## src/rtl/world_pkg.sv

```systemverilog
// Shared definitions for the world-map write path: cell codes, request
// kinds, writer FSM states and the cell replacement rule.
package world_pkg;

  localparam int ADDR_W  = 11;
  localparam int KIND_W  = 2;
  localparam int ENTRY_W = ADDR_W + KIND_W;

  typedef logic [4:0] cell_code_t;

  // bit0 == 0 marks a solid cell
  localparam cell_code_t CELL_EMPTY  = 5'd1;
  localparam cell_code_t CELL_BRICK  = 5'd2;
  localparam cell_code_t CELL_COIN   = 5'd3;
  localparam cell_code_t CELL_QBLOCK = 5'd4;
  localparam cell_code_t CELL_USED   = 5'd6;

  typedef enum logic [1:0] {
    BUMP    = 2'd0,
    BREAK   = 2'd1,
    COLLECT = 2'd2,
    RSVD    = 2'd3
  } req_kind_t;

  typedef enum logic [2:0] {
    ST_IDLE     = 3'd0,
    ST_READ     = 3'd1,
    ST_DECIDE   = 3'd2,
    ST_WAIT_WIN = 3'd3,
    ST_WRITE    = 3'd4
  } writer_state_t;

  // FIFO entry layout {kind, addr}
  typedef struct packed {
    req_kind_t         kind;
    logic [ADDR_W-1:0] addr;
  } cell_req_t;

  typedef struct packed {
    logic       do_write;
    logic       coin;
    cell_code_t code;
  } decision_t;

  // Replacement rule: which (kind, current code) pairs modify the map
  function automatic decision_t decide_cell(req_kind_t kind, cell_code_t code);
    decision_t d;
    d = '0;
    if (kind == BUMP && code == CELL_QBLOCK) begin
      d.do_write = 1'b1;
      d.coin     = 1'b1;
      d.code     = CELL_USED;
    end else if (kind == BREAK && code == CELL_BRICK) begin
      d.do_write = 1'b1;
      d.code     = CELL_EMPTY;
    end else if (kind == COLLECT && code == CELL_COIN) begin
      d.do_write = 1'b1;
      d.coin     = 1'b1;
      d.code     = CELL_EMPTY;
    end
    return d;
  endfunction

endpackage

```

## src/rtl/world_cell_writer_if.sv

```systemverilog
// Request handshake between gameplay logic (master) and the cell writer (slave).
interface world_cell_writer_if;
  import world_pkg::*;

  logic              req_valid;
  logic              req_ready;
  logic [ADDR_W-1:0] req_cell_addr;
  logic [KIND_W-1:0] req_kind;

  modport master (
    output req_valid,
    output req_cell_addr,
    output req_kind,
    input  req_ready
  );

  modport slave (
    input  req_valid,
    input  req_cell_addr,
    input  req_kind,
    output req_ready
  );

endinterface

```

## src/rtl/world_cell_writer_req_fifo.sv

```systemverilog
// Small synchronous request FIFO with registered full/empty flags.
// Head entry is visible on pop_data whenever empty is low.
module req_fifo
  import world_pkg::*;
#(
  parameter int DEPTH = 4,
  parameter int WIDTH = ENTRY_W
) (
  input  logic             clk,
  input  logic             rst_n,
  input  logic             push,
  input  logic [WIDTH-1:0] push_data,
  input  logic             pop,
  output logic [WIDTH-1:0] pop_data,
  output logic             full,
  output logic             empty
);

  localparam int PTR_W = (DEPTH > 1) ? $clog2(DEPTH) : 1;

  logic [WIDTH-1:0] mem [DEPTH];
  logic [PTR_W-1:0] wr_ptr;
  logic [PTR_W-1:0] rd_ptr;
  logic [PTR_W:0]   count;
  logic [PTR_W:0]   count_next;
  logic             do_push;
  logic             do_pop;

  assign do_push  = push && !full;
  assign do_pop   = pop && !empty;
  assign pop_data = mem[rd_ptr];

  // Occupancy after this cycle's push/pop
  always_comb begin
    count_next = count;
    if (do_push && !do_pop) begin
      count_next = count + 1'b1;
    end else if (do_pop && !do_push) begin
      count_next = count - 1'b1;
    end
  end

  // Storage write; contents need no reset since flags gate visibility
  always_ff @(posedge clk) begin
    if (do_push) begin
      mem[wr_ptr] <= push_data;
    end
  end

  // Pointers and flags; reset flushes the queue
  always_ff @(posedge clk or negedge rst_n) begin
    if (!rst_n) begin
      wr_ptr <= '0;
      rd_ptr <= '0;
      count  <= '0;
      full   <= 1'b0;
      empty  <= 1'b1;
    end else begin
      if (do_push) wr_ptr <= wr_ptr + 1'b1;
      if (do_pop)  rd_ptr <= rd_ptr + 1'b1;
      count <= count_next;
      full  <= (count_next == (PTR_W + 1)'(DEPTH));
      empty <= (count_next == '0);
    end
  end

endmodule

```

## src/rtl/world_cell_writer.sv

```systemverilog
// World-map cell writer: queues cell-modification requests, reads the
// current cell code, applies the replacement rule and commits the write
// only while the write window (wr_allow) is open.
// Optional build macro WORLD_WRITER_DEDUP_EN: drop repeat requests to the
// same address within one frame before they reach the FIFO.
module world_cell_writer
  import world_pkg::*;
#(
  parameter int FIFO_DEPTH = 4,
  parameter int MAP_CELLS  = 1200,
  parameter int RD_LAT     = 1
) (
  input  logic                     Clk,
  input  logic                     Reset_n,
  world_cell_writer_if.slave       req,
  input  logic                     wr_allow,
  output logic [ADDR_W-1:0]        ram_rd_addr,
  input  cell_code_t               ram_rd_data,
  output logic                     ram_wr_en,
  output logic [ADDR_W-1:0]        ram_wr_addr,
  output cell_code_t               ram_wr_data,
  output logic                     coin_pulse,
  output logic                     err_pulse,
  output logic                     busy
);

  localparam logic [ADDR_W:0] MAP_LIMIT = (ADDR_W + 1)'(MAP_CELLS);
  localparam logic [1:0]      LAT_LAST  = 2'(RD_LAT - 1);

  writer_state_t     state;
  writer_state_t     state_next;
  logic [ADDR_W-1:0] addr_reg;
  req_kind_t         kind_reg;
  cell_code_t        wr_data_reg;
  logic              coin_reg;
  logic              err_reg;
  logic [1:0]        lat_cnt;

  logic              accept;
  logic              dup;
  logic              fifo_push;
  logic              fifo_pop;
  logic              fifo_full;
  logic              fifo_empty;
  cell_req_t         head;
  logic              head_ok;
  decision_t         dec;

  assign req.req_ready = !fifo_full;
  assign accept        = req.req_valid && req.req_ready;
  assign fifo_push     = accept && !dup;

`ifdef WORLD_WRITER_DEDUP_EN
  logic [ADDR_W-1:0] last_addr;
  logic              last_valid;
  logic              wr_allow_d;

  assign dup = last_valid && (req.req_cell_addr == last_addr);

  // Remember the last enqueued address; a new frame (window opening) forgets it
  always_ff @(posedge Clk or negedge Reset_n) begin
    if (!Reset_n) begin
      last_addr  <= '0;
      last_valid <= 1'b0;
      wr_allow_d <= 1'b0;
    end else begin
      wr_allow_d <= wr_allow;
      if (wr_allow && !wr_allow_d) last_valid <= 1'b0;
      if (fifo_push) begin
        last_addr  <= req.req_cell_addr;
        last_valid <= 1'b1;
      end
    end
  end
`else
  assign dup = 1'b0;
`endif

  req_fifo #(
    .DEPTH (FIFO_DEPTH),
    .WIDTH (ENTRY_W)
  ) u_fifo (
    .clk       (Clk),
    .rst_n     (Reset_n),
    .push      (fifo_push),
    .push_data ({req.req_kind, req.req_cell_addr}),
    .pop       (fifo_pop),
    .pop_data  (head),
    .full      (fifo_full),
    .empty     (fifo_empty)
  );

  // Invalid requests are rejected at the FIFO head, before any RAM access
  assign head_ok = ({1'b0, head.addr} < MAP_LIMIT) && (head.kind != RSVD);
  assign dec     = decide_cell(kind_reg, ram_rd_data);

  assign ram_rd_addr = addr_reg;
  assign ram_wr_addr = addr_reg;
  assign ram_wr_data = wr_data_reg;
  assign coin_pulse  = ram_wr_en && coin_reg;
  assign err_pulse   = err_reg;
  assign busy        = (state != ST_IDLE) || !fifo_empty;

  // Next-state and strobes; the write strobe is gated by the live window
  always_comb begin
    state_next = state;
    fifo_pop   = 1'b0;
    ram_wr_en  = 1'b0;
    unique case (state)
      ST_IDLE: begin
        if (!fifo_empty) begin
          fifo_pop = 1'b1;
          if (head_ok) state_next = ST_READ;
        end
      end
      ST_READ: begin
        if (lat_cnt == LAT_LAST) state_next = ST_DECIDE;
      end
      ST_DECIDE: begin
        // Window already open: go straight to the write to keep the period short
        if (!dec.do_write)  state_next = ST_IDLE;
        else if (wr_allow)  state_next = ST_WRITE;
        else                state_next = ST_WAIT_WIN;
      end
      ST_WAIT_WIN: begin
        if (wr_allow) state_next = ST_WRITE;
      end
      ST_WRITE: begin
        if (wr_allow) begin
          ram_wr_en  = 1'b1;
          state_next = ST_IDLE;
        end else begin
          state_next = ST_WAIT_WIN;
        end
      end
      default: state_next = ST_IDLE;
    endcase
  end

  // State register, request latch, decision latch and error pulse
  always_ff @(posedge Clk or negedge Reset_n) begin
    if (!Reset_n) begin
      state       <= ST_IDLE;
      addr_reg    <= '0;
      kind_reg    <= BUMP;
      wr_data_reg <= '0;
      coin_reg    <= 1'b0;
      err_reg     <= 1'b0;
      lat_cnt     <= '0;
    end else begin
      state   <= state_next;
      err_reg <= fifo_pop && !head_ok;
      lat_cnt <= (state == ST_READ) ? lat_cnt + 1'b1 : 2'd0;
      if (fifo_pop && head_ok) begin
        addr_reg <= head.addr;
        kind_reg <= head.kind;
      end
      if (state == ST_DECIDE) begin
        wr_data_reg <= dec.code;
        coin_reg    <= dec.coin;
      end
    end
  end

endmodule

```

## src/flat_wrapper.sv

```systemverilog
// flat-port wrapper written by rule: the top's interface ports become plain ports
module world_cell_writer_flat import world_pkg::*;
#(
  parameter int FIFO_DEPTH = 4,
  parameter int MAP_CELLS  = 1200,
  parameter int RD_LAT     = 1
)
  (Clk, Reset_n, wr_allow, ram_rd_addr, ram_rd_data, ram_wr_en, ram_wr_addr, ram_wr_data, coin_pulse, err_pulse, busy, req_req_valid, req_req_cell_addr, req_req_kind, req_req_ready);
  world_cell_writer_if req_i ();
  input  logic Clk;
  input  logic Reset_n;
  input  logic wr_allow;
  output logic [ADDR_W-1:0] ram_rd_addr;
  input  cell_code_t ram_rd_data;
  output logic ram_wr_en;
  output logic [ADDR_W-1:0] ram_wr_addr;
  output cell_code_t ram_wr_data;
  output logic coin_pulse;
  output logic err_pulse;
  output logic busy;
  input wire logic [$bits(req_i.req_valid)-1:0] req_req_valid;
  input wire logic [$bits(req_i.req_cell_addr)-1:0] req_req_cell_addr;
  input wire logic [$bits(req_i.req_kind)-1:0] req_req_kind;
  output wire logic [$bits(req_i.req_ready)-1:0] req_req_ready;
  assign req_i.req_valid = req_req_valid;
  assign req_i.req_cell_addr = req_req_cell_addr;
  assign req_i.req_kind = req_req_kind;
  assign req_req_ready = req_i.req_ready;
  world_cell_writer #(.FIFO_DEPTH(FIFO_DEPTH), .MAP_CELLS(MAP_CELLS), .RD_LAT(RD_LAT)) u_core (.Clk(Clk), .Reset_n(Reset_n), .req(req_i), .wr_allow(wr_allow), .ram_rd_addr(ram_rd_addr), .ram_rd_data(ram_rd_data), .ram_wr_en(ram_wr_en), .ram_wr_addr(ram_wr_addr), .ram_wr_data(ram_wr_data), .coin_pulse(coin_pulse), .err_pulse(err_pulse), .busy(busy));
endmodule
```

## config.mk

```make
export PLATFORM = sky130hd
export DESIGN_NAME = world_cell_writer_flat
export DESIGN_NICKNAME = d
export VERILOG_FILES = /design/src/rtl/world_pkg.sv /design/src/rtl/world_cell_writer_if.sv /design/src/rtl/world_cell_writer_req_fifo.sv /design/src/rtl/world_cell_writer.sv /design/src/flat_wrapper.sv
export SDC_FILE = /design/constraint.sdc
export NUM_CORES = 1
export LEC_CHECK = 0
export CAP_MARGIN = 10
export CORE_ASPECT_RATIO = 0.7
export CORE_MARGIN = 2
export CORE_UTILIZATION = 55
export CTS_CLUSTER_SIZE = 14
export DETAILED_ROUTE_END_ITERATION = 12
export GPL_ROUTABILITY_DRIVEN = 0
export PLACE_DENSITY = 0.81
export SYNTH_ARGS = -nofsm -noshare
export SYNTH_HDL_FRONTEND = slang
export SYNTH_SLANG_ARGS = --single-unit
```

## constraint.sdc

```tcl
create_clock -name Clk -period 5.4 [get_ports Clk]
set_clock_uncertainty 0.05 [all_clocks]
set_input_delay 0.54 -clock Clk [delete_from_list [all_inputs] [get_ports Clk]]
set_output_delay 0.54 -clock Clk [all_outputs]
set_load 0.02 [all_outputs]
```

After elaboration in Yosys (flattened, before gate mapping)
Memories as Yosys holds them, arrays and structs flattened.
Cells that the tools add are included.

cells by class
  magnitude comparators = 1
  equal/unequal tests = 15
  multiply operators = 0
  shifts and indexed selects = 0
  divide/modulo/power cells = 0
  mux-type cells = 22
  reductions and logical operators = 24
  bitwise gates (word level) = 0
  add/sub/neg operators = 5

operators by type and width
  cell                                                 number
  2-to-1 mux 3 bit                                     8
  one-hot mux 3 bit (5 select lines)                   1
  2-to-1 mux 7 bit                                     2
  logical AND 1 bit                                    12
  less-than comparator 11 bit, second input constant   1
  equality test 5 x 2 -> 1 bit, second input constant  2
  2-to-1 mux 1 bit                                     8
  adder 2 x 1 -> 2 bit, second input constant          3
  equality test 3 x 2 -> 1 bit, second input constant  2
  equality test 3 bit, second input constant           2
  logical NOT 3 bit                                    2
  != test 2 bit, second input constant                 3
  equality test 5 x 3 -> 1 bit, second input constant  1
  logical NOT 1 bit                                    5
  2-to-1 mux 5 bit                                     1
  logical NOT 2 bit                                    2
  2-to-1 mux 2 bit                                     2
  != test 2 x 1 -> 1 bit, second input constant        2
  AND reduction 4 bit                                  1
  adder 3 x 1 -> 3 bit, second input constant          1
  equality test 3 x 1 -> 1 bit, second input constant  1
  nonzero test 3 bit                                   1
  subtractor 3 x 1 -> 3 bit, second input constant     1
  equality test 2 x 1 -> 1 bit, second input constant  1
  other kinds (2)                                      2

word-level totals
  input port bits = 22
  memories kept = 1
  RAM bits = 52
  memory bits (read-only) = 0
  flip-flop bits (word level) = 34
  bits in latches = 0

memory list
  memory             depth  bits a word  read ports  clocked after Yosys merged registers in  write ports  RTL line                          RTL
  u_core.u_fifo.mem  4      13           1           0                                        1            world_cell_writer_req_fifo.sv:21  logic [WIDTH-1:0] mem [DEPTH];

Longest topological paths before layout
Gate-level depths: netlist of run 1.

  depth in word-level cells = 8
  gate-level depth with buffers = 9
  depth with buffers taken out = 7

By module
From an unflattened synthesis of run 1, not the netlist that was laid out.

second synthesis, totals
  cell total of the unflattened synthesis = 227
  area total of the unflattened synthesis = 3639.7 µm²

modules (own cells, without submodules)
  module             area each (µm²)  instances  sequential area each (µm²)  cells each
  req_fifo           2426.1           1          1788.0                      120
  world_cell_writer  1213.7           1          550.5                       107

Worst setup path before layout of run 1
No wires, ideal clock.

  path kind = reg2reg
  start point = register u_core.u_fifo.rd_ptr[0]
  end point = register u_core.kind_reg[0]
  path buffers = 4
  library setup time = 0.125 ns
  clock period less this slack = 2.279 ns
  slack = 3.121 ns
  data required time = 5.225 ns
  arrival = 2.104 ns
  stages on the path, launching flop included = 10
  cell sequence = dfrtp_1 -> buf_6 -> buf_12 -> mux4_2 -> o21ai_1 -> o211ai_1 -> or2_1 -> buf_6 -> buf_12 -> mux2_4

on the way
  longest elaborated chain between the ends = 4

RTL lines
  element                                                       RTL line                          RTL
  start, declared                                               world_cell_writer_req_fifo.sv:23  logic [PTR_W-1:0] rd_ptr;
  start signal, assigned                                        world_cell_writer_req_fifo.sv:60  if (do_pop) rd_ptr <= rd_ptr + 1'b1;
  memory read (4 x 13 bit) (*)                                  --
  less-than comparator 11 bit or != test 2 bit (tied branches)  world_cell_writer.sv:94           assign head_ok = ({1'b0, head.addr} < MAP_LIMIT) && (head.kind != RSVD);
  logical AND 1 bit                                             world_cell_writer.sv:94
  logical AND 1 bit                                             world_cell_writer.sv:154          if (fifo_pop && head_ok) begin
  end signal, assigned                                          world_cell_writer.sv:156          kind_reg <= head.kind;
  end, declared                                                 world_cell_writer.sv:33           req_kind_t kind_reg;

Mark *: on every way between the ends. The rest lies on a longest branch, timed or not.
A chain may end at the register's enable or synchronous reset.

Final worst setup path of run 1
  start point = register u_core.u_fifo.rd_ptr[0]
  end point = register u_core.addr_reg[7], in the netlist u_core.ram_rd_addr[7]

on the way
  longest elaborated chain between the ends = 4

RTL lines
  element                                                       RTL line                  RTL
  memory read (4 x 13 bit) (*)                                  --
  less-than comparator 11 bit or != test 2 bit (tied branches)  world_cell_writer.sv:94
  logical AND 1 bit                                             world_cell_writer.sv:94
  logical AND 1 bit                                             world_cell_writer.sv:154
  end signal, assigned                                          world_cell_writer.sv:155  addr_reg <= head.addr;
  end, declared                                                 world_cell_writer.sv:32   logic [ADDR_W-1:0] addr_reg;

Marks and branches as above.

==> impl_metrics.ini, run 1 <==
[status]
outcome = completed

[floorplanning]
die_w_um = 100.6
io_pins = 54
dieArea_um2 = 7211
start_util_pct = 57.30
die_height_um = 71.65
core_um2 = 6276
rows = 24

[route]
routedWlPerCell_um = 17.06
first_pass_iters = 4
ant_nets = 0
totalWireLength_um = 6040
via_count = 1933
drt_iter0_markers = 150
drt-vias-per-instance = 5.460
route.detailed.drc = 0

[clocking]
cts_buffer_depth = 2
cts_resized = 0
cts-root-buf = clkbuf_8
clk_pin_slew_ps = 70
numCtsBuffers = 9
clk_latency_ps = 350
clock-sinks = 83
cts_tree = done
cts_setup_buffers = 0
cts_hold_buf = 0
htreeDepth = 3

[sta]
fmax_ghz = 0.3377
period_minus_slack_ps = 2961
slew_headroom_pct = 43.44
tightest_slew_ps = 848.4
final-hold-violation-count = 0
report.final.slew_viol_count = 0
rsz0062_at_grt = false
post-route-period-util_pct = 54.84
setup-violations-final = 0
layout_setup_ws_ps = 2439
final.setup.tns_ps = 0

[power_and_ir_drop]
irDropWorstVdd_uv = 308.3
power.internal_uw = 1606
p_leak_uw = 0.001609
p_comb_share_pct = 40.4
clkPwrFrac_pct = 17.2
seqPwrFrac_pct = 42.5
powerDensity_nw_per_um2 = 574.9
p_sw_uw = 815.8
swShare_pct = 33.68

[finish]
nFillCells = 455
drive_gt1_share_pct = 15.22
areaGrowthSynthToFinish_pct = 17.15
antennaDiodeCount = 0
largest-register = u_core.u_fifo.mem
fin_nets = 300
largest_reg_flops = 52

[synth]
synth-seq-cells = 83
synth-warning-count = 0
avgSynthCellArea_um2 = 15.63
synthCells = 230
synth.distinct_cells = 41
netlist_area_um2 = 3596
ys_seq_area_share_pct = 65.03

[worst_hold_path]
hp-class = flop to flop

[setup_path]
path_max_fanout = 15
crit_required_ps = 5570
cp.arrival_ps = 3140
worstSetupEndpointType = flop
startpoint_type = flop
path_class = flop to flop

[global_route]
grt_pass1_wl_um = 9784
grt_max_degree = 32
first_global_vias = 1968
antenna_found_initial = 0
grtUsageTotal_pct = 18.66
overflow = 0

[placement]
portBuffers = 51
place_ws_ps = 2393
dpl.hpwl_um = 4214

[flow_run]
cap_violations = 0
## logic make-up (layout without fill, tap and decap cells)
kind of cell	Yosys count	in the layout	synth area share, %
AOI/OAI and AO/OA	19	19	3.549
xor gates and xnor gates	5	5	1.218
adders and majority gates	7	7	2.436
buffers and inverters	33	78	6.298
DFF	83	83	65.03
muxes	27	27	13.53
other	1	2	0.1043
and+or+nand+nor	55	55	7.829
## Yosys cell counts
cell type  instances  area [um^2]
buf_12             2        40.04
and3b_1            2        17.52
a21boi_0           1        7.510
nor4_1             1        6.260
o2111ai_1          1        8.760
a32oi_1            2        17.52
mux4_2            13        292.8
buf_6              2        22.52
nor2b_1            3        18.77
or4_1              1        7.510
xnor2_1            5        43.79
mux2_2             3        33.78
a211oi_1           1        7.510
nand2_1           16        60.06
dfstp_2            1        26.28
buf_2              2        10.01
clkbuf_1           3        11.26
conb_1             1        3.750
a22oi_1            1        7.510
or2_1              1        6.260
nor3b_1            2        15.01
buf_4             14        105.1
o21ai_1            1        5.000
dfrtp_1           30        750.7
o2bb2ai_1          1        8.760
mux2_4            10        150.1
o21ai_0            3        15.01
or3b_2             1        8.760
edfxtp_1          52         1562
o211ai_1           2        15.01
nor3_1             2        10.01
nor2_1            11        41.29
o31ai_1            2        15.01
inv_1             10        37.54
ha_1               7        87.58
and3_1             3        18.77
nand3_1            3        15.01
nand2b_1           1        6.260
mux2i_1            1        10.01
a21oi_1            4        20.02
and2_1             8        50.05
## critical path, cell delays in order (launching register included)
cell      delay [ps]
dfrtp_1          900
mux4_2           640
a21oi_1          170
o211ai_1         140
or2_1            530
mux2_4           410
## per-layer routing
metal	GRT usage [%]	up-vias	wire [um]
met4	5.479	0	30
met3	6.341	2	341
li1	-	911	-
met5	0	-	0
met1	25.08	951	2842
met2	29.41	69	2825
## power by group through the flow
stage	Sequential, uW	Clock [uW]	Combinational (uW)
2_1_floorplan	1010	0	789
3_3_place_gp	1030	0	958
3_5_place_dp	1040	0	983
4_1_cts	1030	427	986
5_1_grt	1060	453	1060
6_report	1030	416	978
## cells in the final DEF (no fill, tap or decap), types with 3 or more instances in the layout
master	n
clkbuf_1	3
clkbuf_8	9
a21oi_1	4
mux4_2	13
nor2_1	11
edfxtp_1	52
dfrtp_1	30
o21ai_0	3
nor2b_1	3
and2_1	8
and3_1	3
nand2_1	16
ha_1	7
inv_1	10
mux2_2	3
xnor2_1	5
nand3_1	3
mux2_4	10
clkdlybuf4s50_1	51
## per-stage QoR
stage / instances / area [um^2] / hold WS, ps / total power, uW / utilization [%]
floorplan: 231 / 3600 / 194.4 / 1795 / -
global placement: 338 / 4026 / 418.9 / 1990 / 64.15
detailed placement: 338 / 4026 / 422.9 / 2026 / 64.15
CTS: 354 / 4213 / 439.4 / 2445 / 67.13
global route: 354 / 4213 / 476.7 / 2571 / 67.13
finish: 354 / 4213 / 431.5 / 2422 / 67.13
## final timing paths
kind	startpoint	end	slack [ps]	cells past startpoint
worst max-delay path	u_core.u_fifo.rd_ptr[0]	u_core.ram_rd_addr[7]	2440	5
worst min-delay path	u_core.ram_wr_data[0]	u_core.ram_wr_data[0]	430	2
worst max register to register	u_core.u_fifo.rd_ptr[0]	u_core.ram_rd_addr[7]	2440	5
worst min register to register	u_core.ram_wr_data[0]	u_core.ram_wr_data[0]	430	2
max in group asynchronous	Reset_n	u_core.u_fifo.empty	4410	2
min in group asynchronous	Reset_n	u_core.kind_reg[0]	550	2
## cell type report
class	instances	area [um^2]	area share, %
multi-input cells	115	1035	24.56
repair buffers	52	518.0	12.30
well taps	78	97.59	2.317
clock buffers	12	135.1	3.208
clock inverters	4	51.30	1.218
flip-flops and latches	83	2338	55.51
inverters	10	37.54	0.8910
(Power assumes the default switching activity.)
==> run 2, diff against run 1 <==
--- a/config.mk
+++ b/config.mk
@@ -8,11 +8,11 @@
 export CAP_MARGIN = 10
 export CORE_ASPECT_RATIO = 0.7
 export CORE_MARGIN = 2
-export CORE_UTILIZATION = 55
+export CORE_UTILIZATION = 54
 export CTS_CLUSTER_SIZE = 14
 export DETAILED_ROUTE_END_ITERATION = 12
 export GPL_ROUTABILITY_DRIVEN = 0
-export PLACE_DENSITY = 0.81
+export PLACE_DENSITY = 0.8
 export SYNTH_ARGS = -nofsm -noshare
 export SYNTH_HDL_FRONTEND = slang
 export SYNTH_SLANG_ARGS = --single-unit
==> constraint.sdc (replaced) <==
create_clock -name Clk -period 3 [get_ports Clk]
set_clock_uncertainty 0.05 [all_clocks]
set_input_delay 0.3 -clock Clk [delete_from_list [all_inputs] [get_ports Clk]]
set_output_delay 0.3 -clock Clk [all_outputs]
set_load 0.02 [all_outputs]
==> impl_metrics.ini, run 2 (synthesis gave the netlist of run 1 again) <==
[global_route]
grtUsageTotal_pct = 18.35
grt_pass1_wl_um = 9784
overflow = 0
grt_max_degree = 19
antenna_found_initial = 0
first_global_vias = 1959

[clocking]
cts_hold_buf = 0
clk_pin_slew_ps = 80
cts_tree = done
cts_resized = 0
numCtsBuffers = 9
htreeDepth = 3
cts_buffer_depth = 2
clock-sinks = 83
cts_setup_buffers = 0
cts-root-buf = clkbuf_8
clk_latency_ps = 340

[status]
outcome = completed

[setup_path]
path_max_fanout = 13
cp.arrival_ps = 2700
rr_endpoint = u_core.ram_rd_addr[3]
worstSetupEndpointType = flop
cpPeakStageDelay_ps = 660
cp_num_buf_inv = 1
r2r_cells = 6
crit_required_ps = 3180
reg2reg_slack_ps = 480
startpoint_type = flop
worst_r2r_startpoint = u_core.u_fifo.rd_ptr[1]
cp_cell_sequence = buf_4 > mux4_2 > nand2_1 > o211ai_1 > or2_1 > mux2_2
path_class = flop to flop
cp_slowest_cell = or2_1
critPathTopFamily = simple AND/OR/NAND/NOR gates

[floorplanning]
die_height_um = 72.28
rows = 24
dieArea_um2 = 7338
core_um2 = 6336
io_pins = 54
start_util_pct = 56.75
die_w_um = 101.5

[sta]
report.final.slew_viol_count = 0
rsz0062_at_grt = false
period_minus_slack_ps = 2519
tightest_slew_ps = 787.4
post-route-period-util_pct = 83.95
slew_headroom_pct = 47.51
final.setup.tns_ps = 0
final-hold-violation-count = 0
setup-violations-final = 0
fmax_ghz = 0.3971

[route]
drt-vias-per-instance = 5.186
drt_iter0_markers = 102
routedWlPerCell_um = 15.92
first_pass_iters = 4
ant_nets = 0
via_count = 1924
totalWireLength_um = 5905
route.detailed.drc = 0

[power_and_ir_drop]
p_leak_uw = 0.001652
p_comb_share_pct = 41.5
powerDensity_nw_per_um2 = 1049
p_sw_uw = 1481
irDropWorstVdd_uv = 555.9
power.internal_uw = 3020
swShare_pct = 32.90
finalPower_uw = 4501
seqPwrFrac_pct = 39.7
clkPwrFrac_pct = 18.8

[finish]
drive_gt1_share_pct = 17.14
stdcell_count = 371
final_cell_mix = edfxtp_1 (52), clkdlybuf4s50_1 (51), dfrtp_1 (30)
fin_nets = 304
largest_reg_flops = 52
areaGrowthSynthToFinish_pct = 19.28
mostFrequentLayoutCell = edfxtp_1
largest-register = u_core.u_fifo.mem
final_cell_area_um2 = 4289
nFillCells = 433
antennaDiodeCount = 0
utilization_pct = 67.69

[placement]
placed_cell_area_um2 = 4073
place_inst = 355
dpl.hpwl_um = 4195
portBuffers = 51

[flow_run]
cap_violations = 0

[worst_hold_path]
hp-class = primary input to async pin
run 2: cell count changes in the layout (fill, tap and decap cells not counted), sizes merged:
cell      delta
clkbuf       -2
clkinv       +2
bufinv       +1
buf          +4
clkinvlp     -1
run 2: worst max path at each step:
stage / startpoint / endpoint / cells after the start
floorplan: u_core.u_fifo.rd_ptr[0] / u_core.kind_reg[0] / 9
global placement: u_core.u_fifo.rd_ptr[0] / u_core.ram_rd_addr[8] / 6
detailed placement: u_core.u_fifo.rd_ptr[1] / u_core.ram_rd_addr[9] / 6
CTS: u_core.u_fifo.rd_ptr[1] / u_core.ram_rd_addr[9] / 6
global route: u_core.u_fifo.rd_ptr[1] / u_core.ram_rd_addr[3] / 6
finish: u_core.u_fifo.rd_ptr[1] / u_core.ram_rd_addr[3] / 6
run 2: final cells by class:
class,count,area [um^2],area share [%]
multi-input cells,115,1035,24.12
well taps,91,113.9,2.655
repair buffers,56,548.0,12.78
clock inverters,6,78.83,1.838
clock buffers,10,137.6,3.209
inverters,10,37.54,0.8751
flip-flops and latches,83,2338,54.52
run 2: worst register-to-register path: cells and delay by family, from the launching register on:
kind	cells	cell delay (ps)
flops	1	610
simple gates	2	730
mux	2	650
buf+inv	1	230
compound gates	1	130
run 2: metrics by stage:
| step | hold slack, ps | setup WS, ps |
|---|---|---|
| 3_5_place_dp | 420.6 | 496.7 |
| 6_report | 310.7 | 481.5 |
| 4_1_cts | 321.5 | 478.7 |
| 3_3_place_gp | 416.7 | 531.2 |
| 5_1_grt | 351.6 | 354.1 |
| 2_1_floorplan | -45.59 | 721.3 |
run 2: per-layer routing:
layer	global-route usage, %	up-vias	wire, um
met2	27.63	86	2610
met4	6.607	0	65
met5	0	-	0
li1	-	914	-
met1	25.92	917	2734
met3	5.299	7	494
run 2: power groups by stage:
stage          sequential (uW)  clock, uW  combinational, uW
6_report                  1790        846               1870
2_1_floorplan             1810          0               1420
3_3_place_gp              1800          0               1830
4_1_cts                   1790        868               1890
5_1_grt                   1830        914               2030
3_5_place_dp              1810          0               1880
==> run 3, diff against run 2 <==
--- a/config.mk
+++ b/config.mk
@@ -8,11 +8,11 @@
 export CAP_MARGIN = 10
 export CORE_ASPECT_RATIO = 0.7
 export CORE_MARGIN = 2
-export CORE_UTILIZATION = 54
+export CORE_UTILIZATION = 48
 export CTS_CLUSTER_SIZE = 14
 export DETAILED_ROUTE_END_ITERATION = 12
 export GPL_ROUTABILITY_DRIVEN = 0
-export PLACE_DENSITY = 0.8
+export PLACE_DENSITY = 0.75
 export SYNTH_ARGS = -nofsm -noshare
 export SYNTH_HDL_FRONTEND = slang
 export SYNTH_SLANG_ARGS = --single-unit
==> constraint.sdc (replaced) <==
create_clock -name Clk -period 2.1 [get_ports Clk]
set_clock_uncertainty 0.05 [all_clocks]
set_input_delay 0.21 -clock Clk [delete_from_list [all_inputs] [get_ports Clk]]
set_output_delay 0.21 -clock Clk [all_outputs]
set_load 0.02 [all_outputs]
==> impl_metrics.ini, run 3 (synthesis gave the netlist of run 1 again) <==
[status]
outcome = complete, but fails checks
violations = negative setup slack

[finish]
largest-register = u_core.u_fifo.mem
final_cell_mix = edfxtp_1 (52), clkdlybuf4s50_1 (48), dfrtp_1 (29)
register_area_um2 = 2340
drive_gt1_share_pct = 25.41
largest_reg_flops = 52
fin_nets = 327
final_cell_area_um2 = 4533
nFillCells = 552
areaGrowthSynthToFinish_pct = 26.06
antennaDiodeCount = 0
multi_input_area_um2 = 1056
mostFrequentLayoutCell = edfxtp_1

[floorplanning]
die_w_um = 107.5
core_um2 = 7287
dieArea_um2 = 8211
rows = 26
start_util_pct = 49.35
io_pins = 54
die_height_um = 76.42

[placement]
dpl.hpwl_um = 4559
portBuffers = 51
placed_cell_area_um2 = 4282

[power_and_ir_drop]
powerDensity_nw_per_um2 = 1497
irDropWorstVdd_uv = 741.8
finalPower_uw = 6787
p_leak_uw = 0.001776

[setup_path]
crit_required_ps = 2270
cp_num_buf_inv = 2
worstSetupEndpointType = flop
critPathMostFrequentCell = buf_6
critPathTopFamily = multiplexers
cp_slowest_cell = mux4_2
path_class = flop to flop
cp.arrival_ps = 2400
path_max_fanout = 7
cp_cell_sequence = buf_6 > mux4_2 > o21ai_2 > o211ai_1 > or2_1 > buf_6 > mux2_4
startpoint_type = flop
cpPeakStageDelay_ps = 560

[route]
route.detailed.drc = 0
ant_nets = 0
routedWlPerCell_um = 16.19
first_pass_iters = 4
via_count = 2044
drt_iter0_markers = 117
drt-vias-per-instance = 5.097
totalWireLength_um = 6494

[global_route]
use_met3_pct = 4.448
overflow = 0
grt_pass1_wl_um = 10490
antenna_found_initial = 0
busiest_layer = met2
grt_use_met2_pct = 25.76
met1_usage_pct = 24.24
grtUsageTotal_pct = 17.21
first_global_vias = 2054
grt_max_degree = 32

[sta]
rsz0062_at_grt = true
setup-violations-final = 13
layout_setup_ws_ps = -122.6
whs_ps = 210.3
final-hold-violation-count = 0
final.setup.tns_ps = -1414
post-route-period-util_pct = 105.8
period_minus_slack_ps = 2223
report.final.slew_viol_count = 0
fmax_ghz = 0.4499

[clocking]
htreeDepth = 3
cts-root-buf = clkbuf_8
clk_pin_slew_ps = 80
clk_latency_ps = 340
cts_tree = done
cts_buffer_depth = 2
clock-sinks = 83
cts_hold_buf = 0
numCtsBuffers = 9

[worst_hold_path]
hp-class = primary input to async pin

[flow_run]
cap_violations = 0
[run 3: changes by cell type in the layout (fill, tap and decap cells not counted), sizes merged]
cell / change
dlygate4sd2: +2
buf: +23
clkdlybuf4s50: -3
clkinvlp: +1
clkinv: -1
clkdlybuf4s15: +1
bufinv: -1
clkbuf: +1
[run 3: per-layer routing]
metal | part of all wire, % | wire length (um)
met5 | 0 | 0
met4 | 1.6 | 103
met3 | 4.8 | 309
met2 | 45 | 2948
met1 | 48 | 3133
[run 3: power by group]
part | leakage [uW] | internal (uW) | switching [uW] | total, uW
clock network | 0.0000991 | 576 | 525 | 1100
logic | 0.000821 | 1750 | 1420 | 3160
registers | 0.000856 | 2230 | 295 | 2520
[run 3: what timing repair did]
action | 4_1_cts | 5_1_grt
pin swaps | 1 | 2
gates resized for setup | 9 | 5
endpoints found under the setup margin | 16 | 18
buffers inserted | 3 | 0
endpoints found under the hold margin | 0 | 0
[run 3: final timing paths]
path	from	to	slack, ps	cells past startpoint
hold / removal	Reset_n	u_core.ram_wr_data[1]	210	2
min in group Clk	u_core.ram_wr_data[0]	u_core.ram_wr_data[0]	430	2
setup / recovery	u_core.u_fifo.rd_ptr[0]	u_core.ram_rd_addr[8]	-120	7
setup reg to reg	u_core.u_fifo.rd_ptr[0]	u_core.ram_rd_addr[8]	-120	7
max in group asynchronous	Reset_n	u_core.u_fifo.rd_ptr[1]	1470	2
hold reg to reg	u_core.ram_wr_data[0]	u_core.ram_wr_data[0]	430	2
[run 3: cell type report]
type                       count  share of cell area (%)
clock inverter                 5                   1.159
clock buffer                  11                   3.119
timing repair buffer          79                   17.28
sequential                    83                   51.61
multi-input combinational    115                   23.30
inverter                      10                  0.8280
tap                           98                   2.705
[run 3: through the flow]
step / utilization [%] / setup slack (ps) / instances
floorplan: - / -172.9 / 231
detailed placement: 58.76 / -112.0 / 382
CTS: 61.95 / -85.07 / 401
global placement: 58.76 / -71.28 / 382
finish: 62.21 / -122.6 / 401
global route: 62.21 / -199.1 / 401
